<file path="config.mk">
export PLATFORM = sky130hd
export DESIGN_NAME = zbt_edge_writer
export DESIGN_NICKNAME = d
export VERILOG_FILES = /design/src/rtl/zbt_edge_writer.sv
export SDC_FILE = /design/constraint.sdc
export NUM_CORES = 1
export LEC_CHECK = 0
export ABC_AREA = 1
export CORE_UTILIZATION = 25
export CTS_CLUSTER_DIAMETER = 100
export DETAILED_ROUTE_END_ITERATION = 10
export GPL_ROUTABILITY_DRIVEN = 1
export RECOVER_POWER = 50
export SLEW_MARGIN = 15
export SYNTH_ARGS = -nofsm -noshare
export SYNTH_HDL_FRONTEND = slang
export SYNTH_SLANG_ARGS = --single-unit
</file>
<file path="constraint.sdc">
create_clock -name clock -period 3 [get_ports clock]
set_input_delay 0.6 -clock clock [delete_from_list [all_inputs] [get_ports clock]]
set_output_delay 0.6 -clock clock [all_outputs]
set_load 0.005 [all_outputs]
</file>
<file path="src/rtl/zbt_edge_writer.sv">
// -----------------------------------------------------------------------------
// zbt_edge_writer
//
// Write-back packer for the edge-detection pipeline. Each incoming 24-bit RGB
// pixel is reduced to RGB 6:6:6 (optionally masked by the edge-select bit),
// even and odd columns are paired into one 36-bit ZBT word, finished words
// are queued in a small FIFO and drained to the ZBT write port only in cycles
// where the memory arbiter grants the write slot.
//
// Parameters
//   DEPTH       FIFO depth in 36-bit words (power of two, >= 2)
//   USE_SELECT  1: pixels with select_in=0 are written as zero
//
// Ports
//   clock       system clock, rising edge
//   reset       asynchronous, active-low
//   pix_valid   pixel inputs valid this cycle
//   pix_rgb     {R,G,B} 8 bits each
//   select_in   edge-select bit of this pixel
//   hcount      column; [9:1] word column, [0] even/odd
//   vcount      row
//   flush       pushes a pending half word (end of line/frame)
//   wr_grant    arbiter grants the ZBT write slot this cycle
//   zbt_we      one-cycle write strobe
//   zbt_addr    {vcount, hcount[9:1]} of the written word
//   zbt_data    {even pixel, odd pixel}
//   fifo_count  words currently held in the FIFO
//   overflow    sticky: a word was dropped on a full FIFO
//   pair_err    sticky: odd pixel did not match the pending even address
// -----------------------------------------------------------------------------
module zbt_edge_writer #(
   parameter int DEPTH      = 4,
   parameter bit USE_SELECT = 1'b1
) (
   input  logic                     clock,
   input  logic                     reset,
   input  logic                     pix_valid,
   input  logic [23:0]              pix_rgb,
   input  logic                     select_in,
   input  logic [10:0]              hcount,
   input  logic [9:0]               vcount,
   input  logic                     flush,
   input  logic                     wr_grant,
   output logic                     zbt_we,
   output logic [18:0]              zbt_addr,
   output logic [35:0]              zbt_data,
   output logic [$clog2(DEPTH):0]   fifo_count,
   output logic                     overflow,
   output logic                     pair_err
);

   localparam int AW     = $clog2(DEPTH);
   localparam int WORD_W = 55;   // {addr[18:0], data[35:0]}

   localparam logic [AW:0] ONE_C      = {{AW{1'b0}}, 1'b1};
   localparam logic [AW:0] FULL_COUNT = DEPTH[AW:0];

   typedef enum logic {
      EMPTY     = 1'b0,
      HAVE_EVEN = 1'b1
   } state_t;

   // Reduce an RGB888 pixel to RGB666, masking unselected pixels when enabled.
   function automatic logic [17:0] reduce_pixel(input logic [23:0] rgb, input logic sel);
      logic [17:0] p;
      if (USE_SELECT && !sel) begin
         p = 18'h0;
      end else begin
         p = {rgb[23:18], rgb[15:10], rgb[7:2]};
      end
      return p;
   endfunction

   state_t              state_r;
   state_t              state_nxt_s;
   logic [17:0]         pend_data_r;
   logic [18:0]         pend_addr_r;
   logic                pend_load_s;

   logic [17:0]         pix_p18_s;
   logic [18:0]         pix_addr_s;
   logic                pix_odd_s;

   logic                push_s;
   logic [WORD_W-1:0]   push_word_s;
   logic                pair_err_set_s;

   logic [WORD_W-1:0]   mem_r [DEPTH];
   logic [AW:0]         wr_ptr_r;
   logic [AW:0]         rd_ptr_r;
   logic [AW:0]         count_r;
   logic                overflow_r;
   logic                pair_err_r;
   logic                zbt_we_r;
   logic [18:0]         zbt_addr_r;
   logic [35:0]         zbt_data_r;

   logic                full_s;
   logic                empty_s;
   logic                pop_s;
   logic                push_ok_s;
   logic                unused_hcount_msb;

   // Column bit 10 lies outside the 9-bit word column and is not stored.
   assign unused_hcount_msb = hcount[10];

   assign pix_p18_s  = reduce_pixel(pix_rgb, select_in);
   assign pix_addr_s = {vcount, hcount[9:1]};
   assign pix_odd_s  = hcount[0];

   assign full_s    = (count_r == FULL_COUNT);
   assign empty_s   = (count_r == {(AW+1){1'b0}});
   assign pop_s     = wr_grant && !empty_s;
   // A pop in the same cycle frees the slot, so a full FIFO still accepts.
   assign push_ok_s = push_s && (!full_s || pop_s);

   // Pairing FSM next-state and push decode.
   always_comb begin
      state_nxt_s    = state_r;
      push_s         = 1'b0;
      push_word_s    = {WORD_W{1'b0}};
      pend_load_s    = 1'b0;
      pair_err_set_s = 1'b0;
      case (state_r)
         EMPTY: begin
            if (pix_valid) begin
               if (pix_odd_s) begin
                  // Orphan odd pixel: written alone at its own address.
                  push_s      = 1'b1;
                  push_word_s = {pix_addr_s, 18'h0, pix_p18_s};
               end else begin
                  pend_load_s = 1'b1;
                  state_nxt_s = HAVE_EVEN;
               end
            end else begin
               state_nxt_s = EMPTY;   // flush without a pending half is a no-op
            end
         end
         HAVE_EVEN: begin
            if (pix_valid) begin
               if (pix_odd_s) begin
                  push_s      = 1'b1;
                  state_nxt_s = EMPTY;
                  if (pix_addr_s == pend_addr_r) begin
                     push_word_s = {pend_addr_r, pend_data_r, pix_p18_s};
                  end else begin
                     // Mismatched odd pixel is dropped; the even half goes out alone.
                     push_word_s    = {pend_addr_r, pend_data_r, 18'h0};
                     pair_err_set_s = 1'b1;
                  end
               end else begin
                  push_s      = 1'b1;
                  push_word_s = {pend_addr_r, pend_data_r, 18'h0};
                  pend_load_s = 1'b1;
               end
            end else if (flush) begin
               push_s      = 1'b1;
               push_word_s = {pend_addr_r, pend_data_r, 18'h0};
               state_nxt_s = EMPTY;
            end else begin
               state_nxt_s = HAVE_EVEN;
            end
         end
         default: begin
            state_nxt_s = EMPTY;
         end
      endcase
   end

   // Pairing state and pending half-word register.
   always_ff @(posedge clock or negedge reset) begin
      if (!reset) begin
         state_r     <= EMPTY;
         pend_data_r <= 18'h0;
         pend_addr_r <= 19'h0;
      end else begin
         state_r <= state_nxt_s;
         if (pend_load_s) begin
            pend_data_r <= pix_p18_s;
            pend_addr_r <= pix_addr_s;
         end
      end
   end

   // FIFO storage, pointers, occupancy and sticky error flags.
   always_ff @(posedge clock or negedge reset) begin
      if (!reset) begin
         for (int i = 0; i < DEPTH; i++) begin
            mem_r[i] <= {WORD_W{1'b0}};
         end
         wr_ptr_r   <= {(AW+1){1'b0}};
         rd_ptr_r   <= {(AW+1){1'b0}};
         count_r    <= {(AW+1){1'b0}};
         overflow_r <= 1'b0;
         pair_err_r <= 1'b0;
      end else begin
         if (push_ok_s) begin
            mem_r[wr_ptr_r[AW-1:0]] <= push_word_s;
            wr_ptr_r                <= wr_ptr_r + ONE_C;
         end
         if (pop_s) begin
            rd_ptr_r <= rd_ptr_r + ONE_C;
         end
         case ({push_ok_s, pop_s})
            2'b10:   count_r <= count_r + ONE_C;
            2'b01:   count_r <= count_r - ONE_C;
            default: count_r <= count_r;
         endcase
         if (push_s && full_s && !pop_s) begin
            overflow_r <= 1'b1;
         end
         if (pair_err_set_s) begin
            pair_err_r <= 1'b1;
         end
      end
   end

   // ZBT write port: one strobe per pop, address/data hold between writes.
   always_ff @(posedge clock or negedge reset) begin
      if (!reset) begin
         zbt_we_r   <= 1'b0;
         zbt_addr_r <= 19'h0;
         zbt_data_r <= 36'h0;
      end else begin
         zbt_we_r <= pop_s;
         if (pop_s) begin
            {zbt_addr_r, zbt_data_r} <= mem_r[rd_ptr_r[AW-1:0]];
         end
      end
   end

   assign zbt_we     = zbt_we_r;
   assign zbt_addr   = zbt_addr_r;
   assign zbt_data   = zbt_data_r;
   assign fifo_count = count_r;
   assign overflow   = overflow_r;
   assign pair_err   = pair_err_r;

endmodule
</file>
# [Word level (Yosys, flattened, before mapping)]
# Cells that the tools add are included.
[totals] wordCells=69 out_inout_bits=61 ramBits=0 input_bits=51 latch_bits=0 mem_count=0 reg_bits=325 romBits=0
[classes] addsub=4 n_shift=0 magnitude_cmp=3 mul=0 n_eq_ne=4 div=0 mux=29 n_bitwise=3 n_reduce_logical=11
[ops] operator="$mux 55" count=7
[ops] operator="$bwmux 220" count=1
[ops] operator="$bmux 55 s2" count=1
[ops] operator="$demux 55 s2" count=1
[ops] operator="$pmux 55 s2" count=1
[ops] operator="$mux 18" count=3
[ops] operator="$eq 19x19->1" count=1
[ops] operator="$mux 1" count=12
[ops] operator="$add 3x1->3 const B" count=3
[ops] operator="$ge 3x3->1 const B" count=2
[ops] operator="$not 2->3" count=2
[ops] operator="$pmux 3 s2" count=1
[ops] operator="$logic_and 1x1->1" count=5
[ops] operator="$pmux 1 s2" count=2
[ops] operator="$eq 3x3->1 const B" count=1
[ops] operator="$logic_not 1->1" count=3
[ops] operator="$logic_not 3->1" count=1
[ops] operator="$lt 3x1->1 const B" count=1
[ops] operator="$sub 3x1->3 const B" count=1
[ops] operator="$eq 2x1->1 const B" count=1
[ops] operator="$eq 2x2->1 const B" count=1
[ops] operator="$reduce_bool 2->1" count=1
[ops] operator="$logic_or 1x1->1" count=1
[ops] operator="$not 1->1" count=1

# [Depth between registers and ports, before layout]
# Gate-level depths: netlist of the first run.
[depth] depth_word=7 ltp_mapped=11 depth_no_buf=11

# [Least setup slack after synthesis of the first run]
# OpenSTA, ideal clock, no wires.
[synth_path] kind="in2reg" from="input wr_grant" to="register count_r[2] (netlist: fifo_count[2])" arrival_ns=2.341 path_slack_ns=0.528 required_ns=2.869 path_stages=10 setup_time_ns=0.131 n_path_buf=2 cell_sequence="inv_1 -> a21oi_1 -> buf_2 -> buf_1 -> ha_1 -> inv_1 -> fa_1 -> a21oi_1 -> o21ai_0 -> xor2_1"
[synth_between] elab_chain_len=5 word_cells_on_any_way=7 classes_between="2 x eq/ne; 1 x mux; 4 x reduce/logical"
[synth_lines] element="start, declared" line_no="43" source="input logic wr_grant,"
[synth_lines] element="$logic_and 1x1->1 (*)" line_no="113" source="assign pop_s = wr_grant && !empty_s;"
[synth_lines] element="via pop_s" line_no="100" source="logic pop_s;"
[synth_lines] element="$logic_or 1x1->1" line_no="115" source="assign push_ok_s = push_s && (!full_s || pop_s);"
[synth_lines] element="$logic_and 1x1->1" line_no="115"
[synth_lines] element="$eq 2x1->1 / $eq 2x2->1 (equally long branches)" line_no="204" source="case ({push_ok_s, pop_s})"
[synth_lines] element="$pmux 3 s2 / $reduce_bool 2->1 (equally long branches)"
[synth_lines] element="end signal, assigned" line_no="205" source="2'b10: count_r <= count_r + ONE_C;"
[synth_lines] element="end signal, assigned" line_no="206" source="2'b01: count_r <= count_r - ONE_C;"
[synth_lines] element="end signal, assigned" line_no="207" source="default: count_r <= count_r;"
[synth_lines] element="end, declared" line_no="91" source="logic [AW:0] count_r;"
# Mark *: on every way through the listed nets, which the timed path passes. The rest lies on a longest branch.
# A chain may end at the register's enable or synchronous reset.

# [Worst setup path in the final report of the first run]
[layout_path] from="input wr_grant" to="register rd_ptr_r[1]"
[layout_between] elab_chain_len=1
[layout_lines] element="$logic_and 1x1->1" line_no="113"
[layout_lines] element="end signal, assigned" line_no="192" source="rd_ptr_r <= {(AW+1){1'b0}};"
[layout_lines] element="end signal, assigned" line_no="202" source="rd_ptr_r <= rd_ptr_r + ONE_C;"
[layout_lines] element="end, declared" line_no="90" source="logic [AW:0] rd_ptr_r;"
# No other way between the ends.

==> flow_summary.yaml, run 1 <==
yosys:
  synth.top_cells.by_area: "dfrtp_1 56%, nand2_1 12%, o21ai_0 6.8%"
  synth_commonest_cells: "444 x nand2_1, 323 x dfrtp_1, 229 x nor2_1, 195 x o21ai_0, 107 x inv_1"
  synth.most_common_cell: "nand2_1"
  synth-edff-count: 0
  synth_top_area_share_pct: 56.5
  synthArstFlopShare_pct: 100
  synth_area_leader_cell: "dfrtp_1"
  synthesis.nets: 1776
  postSynthCellCount: 1719
  postSynthAreaPerCell_um2: 8.32
  yosysSeqAreaShare_pct: 56.5
  synthFlopType: "dfrtp_1"
  syn_area_mm2: 0.0143
  yosysUniqueCellTypes: 28
  ys_warn_count: 0
  ys_ff_latch: 323
min_path:
  min_path_type: "flip-flop to flip-flop"
  hold_depth: 1
floorplan:
  pin_count: 112
  rows: 87
  floorplan.initialDensity_pct: 25.3
  dieArea_mm2: 0.0582
  dieHeight_um: 241
  die_w_um: 241
  core_mm2: 0.0565
placement:
  numPortBuffers: 104
  gp_congestion: 0.805
  hpwl_mm: 24.5
status:
  violations: "max-capacitance violations, max-slew violations"
  status: "finished, violations left"
drt:
  drc: 0
  ant_nets: 0
  wl_mm: 39.4
  viasPerCell: 4.60
  drt_pass1_iterations: 5
  drt-wirelength-per-cell_um: 15.4
  vias: 11800
  drt_iter0_drc: 866
global_routing:
  grt_pass1_vias: 11500
  grt_pass1_wl_mm: 63.4
  grt_max_degree: 114
  gr-total-overflow: 0
  antenna_found_initial: 0
  grt_usage_pct: 13.8
worst_setup_path:
  critPathMaxFanout: 113
  end_kind: "flip-flop"
  path_class: "input port to flip-flop"
  worstPathRequired_ns: 3.35
  arrival_ns: 2.78
  start_kind: "input port"
  ff2ff_path_depth: 5
finish:
  nFillCells: 5852
  final_layout_size_suffix_gt1_share_pct: 6.18
  nNetsFinal: 1843
  syn_to_final_growth_pct: 21.0
  antenna_cells: 0
cts:
  cts_tree: "done"
  cts.htree.levels: 2
  clock_latency_ns: 0.52
  clockRootBuffer: "clkbuf_16"
  cts_buffer_depth: 3
  clkTransAtPathRegs_ns: 0.06
  cts-buffers-inserted: 34
  cts_num_sinks: 323
timing:
  fin_skew_ns: 0.0267
  max_freq_mhz: 411
  fin_setup_tns_ns: 0
  worstMarginPinSlew_ns: 1.56
  finalHoldViolCount: 0
  drv_slew: 121
  finalCritPeriodShare_pct: 81.1
  setup_viol: 0
  slew_headroom_pct: -3.96
  rsz0062_at_grt: "false"
  min_period_ns: 2.43
power:
  ir_drop_v: 0.000447
  total_power_mw: 16.1
  power_leakage_nw: 7.84
  p_per_area_mw_per_mm2: 932
job:
  cap_violations: 1
sequential cells by signal, indices dropped and copies added (netlist names):
register     flops
fifo_count       3
mem_r          220
overflow         1
pair_err         1
pend_addr_r     19
pend_data_r     18
rd_ptr_r         2
state_r          1
wr_ptr_r         2
zbt_addr        19
zbt_data        36
zbt_we           1
stage by stage:
step / setup WS [ns] / utilization [%] / cells / instance area, um2 / hold slack (ns)
2_1_floorplan: 0.528 / - / 1719 / 14300 / 0.304
3_3_place_gp: 0.312 / 28.7 / 2505 / 16200 / 0.456
3_5_place_dp: 0.273 / 28.7 / 2505 / 16200 / 0.455
4_1_cts: 0.806 / 30.7 / 2567 / 17400 / 0.471
5_1_grt: 0.343 / 30.6 / 2567 / 17300 / 0.486
6_report: 0.566 / 30.6 / 2567 / 17300 / 0.468
layout make-up:
cell class              count  area (um2)  share of cell area, %
clock buffers              51        1040                   5.98
clock inverters            10        87.6                  0.506
inverters                 115         432                   2.49
multi-input cells        1167        5280                   30.5
flip-flops and latches    323        8090                   46.7
well taps                 756         946                   5.46
repair buffers            145        1440                   8.33
critical path: stages:
cell	delay, ns
clkdlybuf4s50_1	0.45
inv_1	0.07
a21oi_4	0.12
clkbuf_4	1.05
nand2_1	0.15
xor2_1	0.21
cell usage in the layout, fill, tap and decap left out, types with 2 or more instances in the layout:
master           instances
nand2_1                443
dfrtp_1                321
nor2_1                 230
o21ai_0                195
inv_1                  108
clkdlybuf4s50_1        102
o21ai_1                 84
nand3_1                 76
a31oi_1                 55
clkbuf_16               35
buf_4                   25
a21oi_1                 22
o211ai_1                19
o22ai_1                 18
clkbuf_8                10
clkbuf_1                 9
buf_12                   9
inv_2                    7
clkinv_2                 6
ha_1                     5
xor2_1                   4
clkbuf_2                 3
nor2_4                   2
nor2_8                   2
xnor2_1                  2
nand2_2                  2
nand4_1                  2
dlygate4sd3_1            2
path summary, 6_finish.rpt:
| check | startpoint | end | slack, ns |
|---|---|---|---|
| setup reg to reg | fifo_count[0]$_DFFE_PN0P_ | rd_ptr_r[1]$_DFFE_PN0P_ | 0.66 |
| hold / removal | overflow$_DFFE_PN0P_ | overflow$_DFFE_PN0P_ | 0.47 |
| hold reg to reg | overflow$_DFFE_PN0P_ | overflow$_DFFE_PN0P_ | 0.47 |
| min in group asynchronous | reset | fifo_count[2]$_DFFE_PN0P_ | 0.98 |
| setup / recovery | wr_grant | rd_ptr_r[1]$_DFFE_PN0P_ | 0.57 |
| max in group asynchronous | reset | mem_r[156]$_DFFE_PN0P_ | 0.70 |
routing by layer:
layer,global-route usage (%),share of wire [%],wire length [um],vias up
met2,22.6,46,18100,363
met3,2.43,6.3,2500,78
li1,-,-,-,5707
met1,18.1,45,17500,5652
met5,0,0,0,-
met4,5.20,3.2,1270,0
power breakdown:
group	switching [mW]	internal (mW)	total, mW	leakage, nW
registers	0.832	5.66	6.49	4.24
logic	3.21	2.21	5.42	3.05
clock network	1.74	2.49	4.22	0.559
kinds of logic after synthesis:
logic type	share of synthesized area, %
xor gates and xnor gates	0.367
adders and majority gates	0.577
DFF	56.5
buffers and inverters	6.73
and+or+nand+nor	21.0
AOI/OAI and AO/OA	14.8
timing repair:
action / in CTS / in global routing
hold buffers: 1 / 0
gates resized for setup: 0 / 0
setup buffers: 0 / 0
hold endpoints to repair: 2 / 0
Power figures use the tool's default switching activity.
==> run 2: changes to the inputs <==
==> constraint.sdc (replaced) <==
create_clock -name clock -period 2.2 [get_ports clock]
set_input_delay 0.44 -clock clock [delete_from_list [all_inputs] [get_ports clock]]
set_output_delay 0.44 -clock clock [all_outputs]
set_load 0.005 [all_outputs]
==> run 2 against run 1 <==
Net effect: the flow now finishes without violations; setup slack got worse by 0.35 ns; core utilization rose by 0.71 points; sequential share of layout area fell by 1.1 points; global-route usage rose by 0.30 points; die area did not move.
==> flow_summary.yaml, run 2 (synthesis gave the netlist of run 1 again) <==
timing:
  drv_slew: 0
  rsz0062_at_grt: "false"
  slew_headroom_pct: 24.9
  worst_slack_ns: 0.218
  min_period_ns: 1.98
  max_freq_mhz: 504
  worstMarginPinSlew_ns: 1.13
  finalCritPeriodShare_pct: 90.1
  setup_viol: 0
  finalHoldViolCount: 0
  fin_skew_ns: 0.0428
cts:
  clockRootBuffer: "clkbuf_16"
  cts.htree.levels: 2
  cts-buffers-inserted: 34
  cts_num_sinks: 323
  clkTransAtPathRegs_ns: 0.05
  cts_tree: "done"
  cts_buffer_depth: 3
  cts_setup_buffers: 0
  clock_latency_ns: 0.54
worst_setup_path:
  critPathMaxFanout: 3
  worstPathRequired_ns: 1.76
  rrSetupSlack_ns: 0.25
  rr_startpoint: "fifo_count[1]$_DFFE_PN0P_"
  end_kind: "primary output"
  ff2ff_path_depth: 9
  arrival_ns: 1.54
  path_class: "flip-flop to primary output"
  worst_r2r_endpoint: "fifo_count[2]$_DFFE_PN0P_"
  start_kind: "flip-flop"
floorplan:
  die_w_um: 241
  rows: 87
  core_mm2: 0.0565
  dieHeight_um: 241
  dieArea_mm2: 0.0582
  pin_count: 112
  floorplan.initialDensity_pct: 25.3
placement:
  dpl_cell_area_mm2: 0.0166
  numPortBuffers: 104
  hpwl_mm: 26.3
  gp_congestion: 0.797
  dp_slack_ns: -0.223
  dp.cells: 2533
finish:
  layout_commonest_cell: "nand2_1"
  nNetsFinal: 1871
  mostFrequentLayoutCells: "443 x nand2_1, 321 x dfrtp_1, 230 x nor2_1, 195 x o21ai_0, 107 x inv_1"
  nFillCells: 5855
  final_cell_count_no_fill: 2597
  regMostFlops: "mem_r"
  postLayoutCellArea_mm2: 0.0177
  syn_to_final_growth_pct: 23.8
  largest_register_ffs: 220
  final_layout_size_suffix_gt1_share_pct: 7.50
  fin_util_pct: 31.4
global_routing:
  grt_pass1_vias: 11600
  antenna_found_initial: 1
  grt_pass1_wl_mm: 64.7
  grt_max_degree: 75
  grt_usage_pct: 14.1
  gr-total-overflow: 0
job:
  cap_violations: 0
status:
  status: "complete, no violations"
power:
  p_per_area_mw_per_mm2: 1270
  seqPwrFrac_pct: 38.9
  comb_power_share_pct: 35.1
  ir_drop_v: 0.000739
  swShare_pct: 35.6
  power.share.clock_pct: 26.0
  total_power_mw: 22.6
  p_int_mw: 14.5
  power_switching_mw: 8.03
  power_leakage_nw: 8.04
drt:
  drt-wirelength-per-cell_um: 15.6
  ant_nets: 0
  drc: 0
  wl_mm: 40.4
  drt_pass1_iterations: 7
  viasPerCell: 4.57
  drt_iter0_drc: 970
  vias: 11900
min_path:
  min_path_type: "input port to asynchronous set/reset pin"
-- run 2: metrics by stage --
step / hold WS [ns] / TNS [ns]
6_report: 0.427 / 0
5_1_grt: 0.442 / 0
4_1_cts: 0.431 / 0
3_5_place_dp: 0.388 / -4.52
3_3_place_gp: 0.388 / -2.59
2_1_floorplan: 0.144 / 0
-- run 2: area by class of cell --
class	instances	area [um2]	area share, %
multi-input combinational	1167	5280	29.8
antenna	1	2.50	0.0141
tap	756	946	5.34
clock buffer	51	1020	5.74
timing repair buffer	173	1820	10.3
clock inverter	11	124	0.699
inverter	115	432	2.44
sequential	323	8090	45.7
-- run 2: power groups by stage --
stage	logic, mW	clock network (mW)	registers, mW
detailed placement	8.00	0	8.90
global placement	7.88	0	8.82
global route	8.89	6.25	9.00
finish	7.93	5.86	8.78
CTS	8.05	6.02	8.81
floorplan	4.62	0	8.54
-- run 2: metal layers --
layer	vias to the layer above	global-route usage [%]	wire [um]
li1	5764	-	-
met1	5706	18.4	18000
met2	332	23.1	19000
met3	71	2.48	2270
met4	0	5.29	1120
met5	-	0	0
-- run 2: how the worst max path moves through the flow --
| stage | end | cells past startpoint | start | slack, ns |
|---|---|---|---|---|
| floorplan | fifo_count[2]$_DFFE_PN0P_ | 10 | wr_grant | 0.02 |
| global placement | fifo_count[2]$_DFFE_PN0P_ | 12 | pix_valid | -0.26 |
| detailed placement | fifo_count[2]$_DFFE_PN0P_ | 12 | pix_valid | -0.22 |
| CTS | fifo_count[0] | 2 | fifo_count[0]$_DFFE_PN0P_ | 0.16 |
| global route | fifo_count[2]$_DFFE_PN0P_ | 9 | fifo_count[1]$_DFFE_PN0P_ | 0.08 |
| finish | fifo_count[0] | 2 | fifo_count[0]$_DFFE_PN0P_ | 0.22 |
-- run 2: repair_timing --
| item | CTS | global route |
|---|---|---|
| gates resized for setup | 0 | 0 |
| hold buffers | 1 | 0 |
| hold endpoints to repair | 46 | 0 |
-- run 2: critical path, stage by stage, from the launching register on --
cell	delay (ns)
dfrtp_1	0.34
buf_4	0.13
clkdlybuf4s50_1	0.57
==> run 3: changes to the inputs <==
--- a/config.mk
+++ b/config.mk
@@ -10,6 +10,7 @@
 export CTS_CLUSTER_DIAMETER = 100
 export DETAILED_ROUTE_END_ITERATION = 10
 export GPL_ROUTABILITY_DRIVEN = 1
+export HOLD_SLACK_MARGIN = 0.08
 export RECOVER_POWER = 50
 export SLEW_MARGIN = 15
 export SYNTH_ARGS = -nofsm -noshare
==> results of run 3 <==
The final DEF is identical to that of run 2; final timing and power are the same.
